### src/rtl/riot_io_timer.sv
// riot_io_timer: RIOT-style peripheral core with NPORTS bidirectional ports, an 8-bit interval
// timer with 1/8/64/1024 prescale, and optional per-port edge-detect interrupts.
// Define RIOT_EDGE_IRQ_EN to build the edge-detect logic and the register 17 edge control.
module riot_io_timer #(
    parameter int unsigned NPORTS = 2,
    parameter int unsigned PW     = 8,
    parameter int unsigned AW     = 5
) (
    input  logic                 phi2,
    input  logic                 rst,
    input  logic                 cs,
    input  logic                 we_n,
    input  logic [AW-1:0]        addr,
    input  logic [7:0]           di,
    output logic [7:0]           do_,
    output logic                 oe,
    input  logic [NPORTS*PW-1:0] pin_i,
    output logic [NPORTS*PW-1:0] port_o,
    output logic [NPORTS*PW-1:0] ddr_o,
    output logic                 irq_n
);
    localparam int unsigned NB = NPORTS * PW;

    logic wr, rd, ld, rd_cnt;
    assign wr     = cs & ~we_n;
    assign rd     = cs & we_n;
    assign oe     = rd;
    assign ld     = wr && (addr >= AW'(8)) && (addr <= AW'(15));
    assign rd_cnt = rd && (addr == AW'(16));

    logic [NB-1:0] port_q, port_d, ddr_q, ddr_d;
    logic [7:0]    count_q, count_d;
    logic [1:0]    presc_q, presc_d;
    logic [9:0]    pcnt_q, pcnt_d, plim;
    logic          tirq_en_q, tirq_en_d, tflag_q, tflag_d, tick;
    logic          irq_n_q, irq_n_d;
    logic [3:0]    edge_flag, edge_act;

    assign port_o = port_q;
    assign ddr_o  = ddr_q;
    assign irq_n  = irq_n_q;

    // Port data/direction write decode; addresses of absent ports match nothing.
    always_comb begin
        port_d = port_q;
        ddr_d  = ddr_q;
        if (wr) begin
            for (int p = 0; p < int'(NPORTS); p++) begin
                if (addr == AW'(2 * p))     port_d[p*PW +: PW] = di[PW-1:0];
                if (addr == AW'(2 * p + 1)) ddr_d[p*PW +: PW]  = di[PW-1:0];
            end
        end
    end

    // Prescaler terminal count for the selected divide ratio.
    always_comb begin
        case (presc_q)
            2'd0:    plim = 10'd0;
            2'd1:    plim = 10'd7;
            2'd2:    plim = 10'd63;
            default: plim = 10'd1023;
        endcase
    end
    assign tick = (pcnt_q == plim);

    // Timer next state: a load overrides a same-cycle tick; a timeout beats a count read.
    always_comb begin
        count_d   = count_q;
        presc_d   = presc_q;
        pcnt_d    = pcnt_q;
        tirq_en_d = tirq_en_q;
        tflag_d   = tflag_q & ~rd_cnt;
        if (ld) begin
            count_d   = di;
            presc_d   = addr[1:0];
            tirq_en_d = addr[2];
            pcnt_d    = '0;
            tflag_d   = 1'b0;
        end else if (tick) begin
            pcnt_d = '0;
            if (count_q == 8'h00) begin
                // After timeout the counter free-runs at /1 until reloaded.
                count_d = 8'hFF;
                presc_d = 2'd0;
                tflag_d = 1'b1;
            end else begin
                count_d = count_q - 8'd1;
            end
        end else begin
            pcnt_d = pcnt_q + 10'd1;
        end
    end

`ifdef RIOT_EDGE_IRQ_EN
    localparam logic [3:0] PMASK = 4'((1 << NPORTS) - 1);

    logic       rd_stat, wr_ctl, prev_vld_q;
    logic [3:0] msb, prev_q, en_q, en_d, pol_q, pol_d, flag_q, flag_d, hit;

    assign rd_stat = rd && (addr == AW'(17));
    assign wr_ctl  = wr && (addr == AW'(17));

    // Gather the MSB of each port; absent ports stay 0.
    always_comb begin
        msb = '0;
        for (int p = 0; p < int'(NPORTS); p++) msb[p] = pin_i[p*PW + PW - 1];
    end

    // prev_vld_q suppresses a spurious edge against the reset value of prev_q.
    assign hit = {4{prev_vld_q}} & en_q &
                 ((~prev_q & msb & pol_q) | (prev_q & ~msb & ~pol_q));

    // Edge control and flags: a fresh edge survives a simultaneous status read.
    always_comb begin
        en_d   = en_q;
        pol_d  = pol_q;
        flag_d = (flag_q & ~{4{rd_stat}}) | hit;
        if (wr_ctl) begin
            en_d  = di[3:0] & PMASK;
            pol_d = di[7:4] & PMASK;
        end
    end

    // Edge-detect state registers.
    always_ff @(posedge phi2) begin
        if (rst) begin
            prev_q     <= '0;
            prev_vld_q <= 1'b0;
            en_q       <= '0;
            pol_q      <= '0;
            flag_q     <= '0;
        end else begin
            prev_q     <= msb;
            prev_vld_q <= 1'b1;
            en_q       <= en_d;
            pol_q      <= pol_d;
            flag_q     <= flag_d;
        end
    end

    assign edge_flag = flag_q;
    assign edge_act  = flag_q & en_q;
`else
    assign edge_flag = '0;
    assign edge_act  = '0;
`endif

    assign irq_n_d = ~((tflag_q & tirq_en_q) | (|edge_act));

    // Read data: combinational from addr and current state, zero-extended to 8 bits.
    always_comb begin
        do_ = 8'h00;
        for (int p = 0; p < int'(NPORTS); p++) begin
            if (addr == AW'(2 * p)) begin
                do_[PW-1:0] = (ddr_q[p*PW +: PW] & port_q[p*PW +: PW]) |
                              (~ddr_q[p*PW +: PW] & pin_i[p*PW +: PW]);
            end
            if (addr == AW'(2 * p + 1)) do_[PW-1:0] = ddr_q[p*PW +: PW];
        end
        if (addr == AW'(16)) do_ = count_q;
        if (addr == AW'(17)) do_ = {tflag_q, 3'b000, edge_flag};
    end

    // Port, timer and interrupt registers; reset wins over any access.
    always_ff @(posedge phi2) begin
        if (rst) begin
            port_q    <= '0;
            ddr_q     <= '0;
            count_q   <= 8'hFF;
            presc_q   <= 2'd3;
            pcnt_q    <= '0;
            tirq_en_q <= 1'b0;
            tflag_q   <= 1'b0;
            irq_n_q   <= 1'b1;
        end else begin
            port_q    <= port_d;
            ddr_q     <= ddr_d;
            count_q   <= count_d;
            presc_q   <= presc_d;
            pcnt_q    <= pcnt_d;
            tirq_en_q <= tirq_en_d;
            tflag_q   <= tflag_d;
            irq_n_q   <= irq_n_d;
        end
    end

endmodule

### config.mk
export PLATFORM = sky130hd
export DESIGN_NAME = riot_io_timer
export DESIGN_NICKNAME = d
export VERILOG_FILES = /design/src/rtl/riot_io_timer.sv
export SDC_FILE = /design/constraint.sdc
export NUM_CORES = 1
export LEC_CHECK = 0
export CAP_MARGIN = 5
export CORE_ASPECT_RATIO = 1.4
export CORE_MARGIN = 3
export CORE_UTILIZATION = 48
export CTS_CLUSTER_SIZE = 24
export DETAILED_ROUTE_END_ITERATION = 12
export GPL_TIMING_DRIVEN = 0
export PLACE_DENSITY = 0.79
export SYNTH_ARGS = -nofsm -noshare
export SYNTH_HDL_FRONTEND = slang
export SYNTH_SLANG_ARGS = --single-unit
### constraint.sdc
create_clock -name phi2 -period 3.4 [get_ports phi2]
set_input_delay 1.02 -clock phi2 [delete_from_list [all_inputs] [get_ports phi2]]
set_output_delay 1.02 -clock phi2 [all_outputs]
set_load 0.005 [all_outputs]
; After elaboration in Yosys (flattened, before gate mapping)
; Index checks and enable logic that the tools add are counted.
[word_totals]
in_bits = 33
regBits = 55
output_inout_bits = 42
elab_cells = 67
[classes]
eq_ne = 8
bitwise_logic = 15
add_sub_neg = 2
order_cmp = 2
reduce_logical = 15
n_mux = 15
[op_table]
columns = op, n
row1 = 2-to-1 mux 8 bit, 9
row2 = bitwise AND 8 bit, 4
row3 = one-hot mux 10 bit (3 select lines), 1
row4 = NOT 8 bit, 2
row5 = OR 8 bit, 2
row6 = adder 10 x 1 -> 10 bit (second input constant), 1
row7 = equality test 10 bit, 1
row8 = equality test 5 x 2 -> 1 bit (second input constant), 2
row9 = equality test 5 bit (second input constant), 2
row10 = AND reduction 2 bit, 5
row11 = zero test 8 bit, 1
row12 = subtractor 8 x 1 -> 8 bit (second input constant), 1
row13 = 2-to-1 mux 2 bit, 3
row14 = equality test 5 x 1 -> 1 bit (second input constant), 1
row15 = greater-or-equal comparator 5 x 4 -> 1 bit (second input constant), 1
row16 = <= comparator 5 x 4 -> 1 bit (second input constant), 1
row17 = zero test 5 bit, 1
row18 = bitwise AND 1 bit, 4
row19 = nonzero test 2 bit, 2
row20 = logical AND 1 bit, 3
row21 = NOT 1 bit, 3
row22 = OR reduction 3 bit, 1
row23 = equality test 2 x 1 -> 1 bit (second input constant), 1
row24 = equality test 2 bit (second input constant), 1
row25 = other kinds (3), 4

; Depth between registers and ports, before layout
[depth]
ltp_word = 9
depth_mapped = 8
depth_no_buf = 6

; Worst setup path before layout
; No wires, ideal clock.
[synth_timing]
path_kind = input to output
start = input addr[4]
end = output do_[1]
required_time_ns = 2.380
arrival_time_ns = 2.105
slack_ns = 0.275
n_path_buf = 2
path_stages = 6
path_cell_list = buf_6 -> nor4b_4 -> and2b_1 -> buf_6 -> nand2_1 -> o211ai_1
[synth_between]
elab_chain_len = 7
elab_cells_between_ends = 12
cone_classes = eq/ne: 5 / mux: 6 / reduce/logical: 1
[synth_rtl]
columns = element, line
row1 = start: declaration, 13  ; input logic [AW-1:0] addr,
row2 = zero test 5 bit, 154  ; if (addr == AW'(2 * p)) begin
row3 = 2-to-1 mux 8 bit, 154
row4 = 2-to-1 mux 8 bit, 158  ; if (addr == AW'(2 * p + 1)) do_[PW-1:0] = ddr_q[p*PW +: PW];
row5 = 2-to-1 mux 8 bit, 154
row6 = 2-to-1 mux 8 bit, 158
row7 = 2-to-1 mux 8 bit, 160  ; if (addr == AW'(16)) do_ = count_q;
row8 = 2-to-1 mux 8 bit *, 161  ; if (addr == AW'(17)) do_ = {tflag_q, 3'b000, edge_flag};
row9 = end: declaration, 15  ; output logic [7:0] do_,
; Mark *: on every way between the ends. The rest lies on a longest branch, timed or not.

; Final worst setup path
[layout_timing]
start = input addr[2]
end = output do_[2]
; Same word-level chain as after synthesis.

==> run_results.csv <==
group,metric,value,unit
detailed_routing,routed_wl,8230,um
synthesis,synth_area_per_cell,8.76,um2
detailed_routing,ant_nets,0,
critical_path,crit_type,"input pin to output port",
global_routing,grt_max_degree,18,
critical_path,worstRegToRegCells,5,
synthesis,ys_types,52,
clock_tree,htree_levels,2,
die,die_w,70.6,um
detailed_routing,wl_per_cell,17.3,um
synthesis,synth_top_area_cell,"dfxtp_1",
hold_path,hold_path.class,"register to register",
synthesis,synth_seq_area_share,39.3,%
sta,slew-limit-headroom,58.5,%
critical_path,setup.worst_path.end_class,"output port",
clock_tree,cts_max_path_buffers,2,
global_routing,grt_pass1_vias,2720,
die,core-area,0.00557,mm2
cells_and_area,final_cell_area,0.00377,mm2
sta,final-hold-violation-count,0,
clock_tree,insertion_delay,310,ps
die,die-area,0.00681,mm2
synthesis,synthesis.nets,356,
synthesis,synthArstFlopShare,0,%
clock_tree,cts.sinks,55,
cells_and_area,multi_input_area,0.00160,mm2
sta,skew,11.2,ps
detailed_routing,vias_per_cell,5.74,
clock_tree,cts_buffers,5,
die,fp.dieH,96.4,um
detailed_routing,dr.pass1.iters,4,
cells_and_area,final_cells,476,
die,start_util,50.4,%
hold_path,whs_path_depth,1,
detailed_routing,vias,2730,
cells_and_area,seq_area,0.00110,mm2
pwr,p_leak,0.00151,uW
synthesis,synth_top_area_share,39.3,%
sta,tightest_slew,622,ps
clock_tree,cts_hold_buf,0,
clock_tree,clk_pin_slew,100,ps
synthesis,ys_top_cells_by_area,"dfxtp_1 39%, mux2i_1 11%, nor2_1 7.1%, o211ai_1 4.8%, nand2_1 2.9%",
die,io_pins,75,
synthesis,syn_area,0.00280,mm2
clock_tree,cts-root-buf,"clkbuf_8",
critical_path,worstPathMaxFanout,4,
cells_and_area,fillers,463,
run,maxCapViolCount,0,
global_routing,gr-usage-all-layers,24.6,%
critical_path,startpoint_type,"input pin",
synthesis,ys_seq_elements,55,
sta,max_freq,304,MHz
sta,rsz0062_at_grt,"false",
global_routing,grt_pass1_wl,13100,um
sta,period_minus_slack,3290,ps
place,gp_congestion,0.834,
detailed_routing,drc,0,
cells_and_area,diodes,0,
synthesis,synth_edf_count,0,
clock_tree,cts_tree,"yes",
global_routing,grt_antenna_before_repair,0,
run_status,outcome,"completed",
pwr,powerDensity,316,mW/mm2
cells_and_area,drive_gt1_share,11.3,%
sta,setup_viol,0,
pwr,peakVddDrop,191,uV
synthesis,syn_inst,320,
sta,period_share,96.7,%
place,numPlacedInstances,461,
synthesis,ys.flop_type,"dfxtp_1",
place,io_buffers,73,
global_routing,overflow,0,
die,fp-row-count,32,
critical_path,arrival,2270,ps
cells_and_area,final_nets,443,
place,dp_hpwl,5970,um
sta,whs,440,ps
critical_path,worstPathRequired,2380,ps
sta,finalMaxSlewViolations,0,
synthesis,synth_warnings,0,
cells_and_area,synthToLayoutAreaGrowth,34.5,%
place,place_area,0.00362,mm2
detailed_routing,drt-initial-drc-count,153,
[stage by stage]
stage / setup WS [ps] / util (%) / TNS (ps) / power [uW]
finish: 113 / 67.8 / 0 / 1190
global route: 13.4 / 67.8 / 0 / 1230
CTS: 8.89 / 68.0 / 0 / 1200
detailed placement: -1080 / 65.0 / -8160 / 817
global placement: -1060 / 65.0 / -8100 / 815
floorplan: 275 / - / 0 / 737
[worst max-delay path, cell delays in order]
cell and delay [ps]:
buf_6 110, nor4b_4 320, and2b_1 200, buf_6 130
buf_4 110, nand2_1 40, o211ai_1 170, clkbuf_2 150
[metal layers]
layer  vias up  track usage, %  part of all wire (%)
met1      1297            27.5                    41
met3        22            6.11                   5.9
met2        83            45.2                    51
met4         0            9.09                   2.5
li1       1328               -                     -
met5         -               0                     0
[synth_stat cells (5+ instances only)]
library cell / number
dfxtp_1: 55
nor2_1: 53
mux2i_1: 32
nand2_1: 22
o211ai_1: 18
o21ai_0: 16
nand3_1: 14
a21oi_1: 11
clkbuf_1: 8
nand2b_1: 8
a22oi_1: 7
nor3_1: 7
inv_1: 5
[state kept, by name, summed over array words and instances, names as in the netlist]
name	cells
count_q	8
ddr_o	16
irq_n	1
pcnt_q	10
port_o	16
presc_q	2
tflag_q	1
tirq_en_q	1
[power by group]
part	internal, uW	total [uW]	switching (uW)	leakage, uW
Clock	167	383	216	0.0000474
Sequential	653	665	11.6	0.000445
Combinational	71.6	143	71.3	0.00102
Total	891	1190	299	0.00151
[worst paths after layout]
kind                      startpoint                      end  slack (ps)
min reg2reg   tirq_en_q$_SDFFE_PP0P_         irq_n$_SDFF_PP1_         440
max reg2reg  count_q[2]$_SDFFE_PP1P_  count_q[4]$_SDFFE_PP1P_        1490
min           tirq_en_q$_SDFFE_PP0P_         irq_n$_SDFF_PP1_         440
max                          addr[2]                   do_[2]         110
[layout by cell type, fill, tap and decap left out, types with 2 or more instances in the layout]
master	count
clkdlybuf4s50_1	61
dfxtp_1	55
nor2_1	52
mux2i_1	32
nand2_1	22
o211ai_1	18
o21ai_0	15
nand3_1	14
a21oi_1	11
clkbuf_8	8
nand2b_1	8
buf_6	7
a22oi_1	7
clkbuf_1	6
nor3_1	6
buf_2	6
inv_1	5
buf_4	5
nand3b_1	4
and3_1	4
a31oi_1	4
xnor2_1	4
xor2_1	4
clkbuf_2	4
ha_1	3
nor2_4	2
nand3_2	2
nor4_1	2
a21o_1	2
nand4_1	2
o31ai_1	2
o311ai_0	2
dlygate4sd2_1	2
[cells by family (layout without fill, tap and decap cells)]
logic type	Yosys count	after routing	share of synthesized area, %
simple gates	131	131	24.1
compound gates	70	70	16.7
flops	55	55	39.3
mux	33	33	11.8
buf+inv	20	108	4.28
xor+xnor	8	8	2.50
fa+ha+maj	3	3	1.34
[area by class of cell]
type,count,share of cell area (%)
Clock buffer,6,2.19
Multi-Input combinational cell,245,42.3
Clock inverter,2,0.431
Sequential cell,55,29.2
Buffer,15,3.42
Inverter,5,0.498
Tap cell,68,2.26
Timing Repair Buffer,80,19.7
[timing repair]
action                     in CTS  in global routing
buffers inserted                7                  0
pin swaps                       4                  2
cloned                          0                  0
gates resized for setup        40                 18
setup endpoints to repair       8                  6
(Power assumes the default switching activity.)
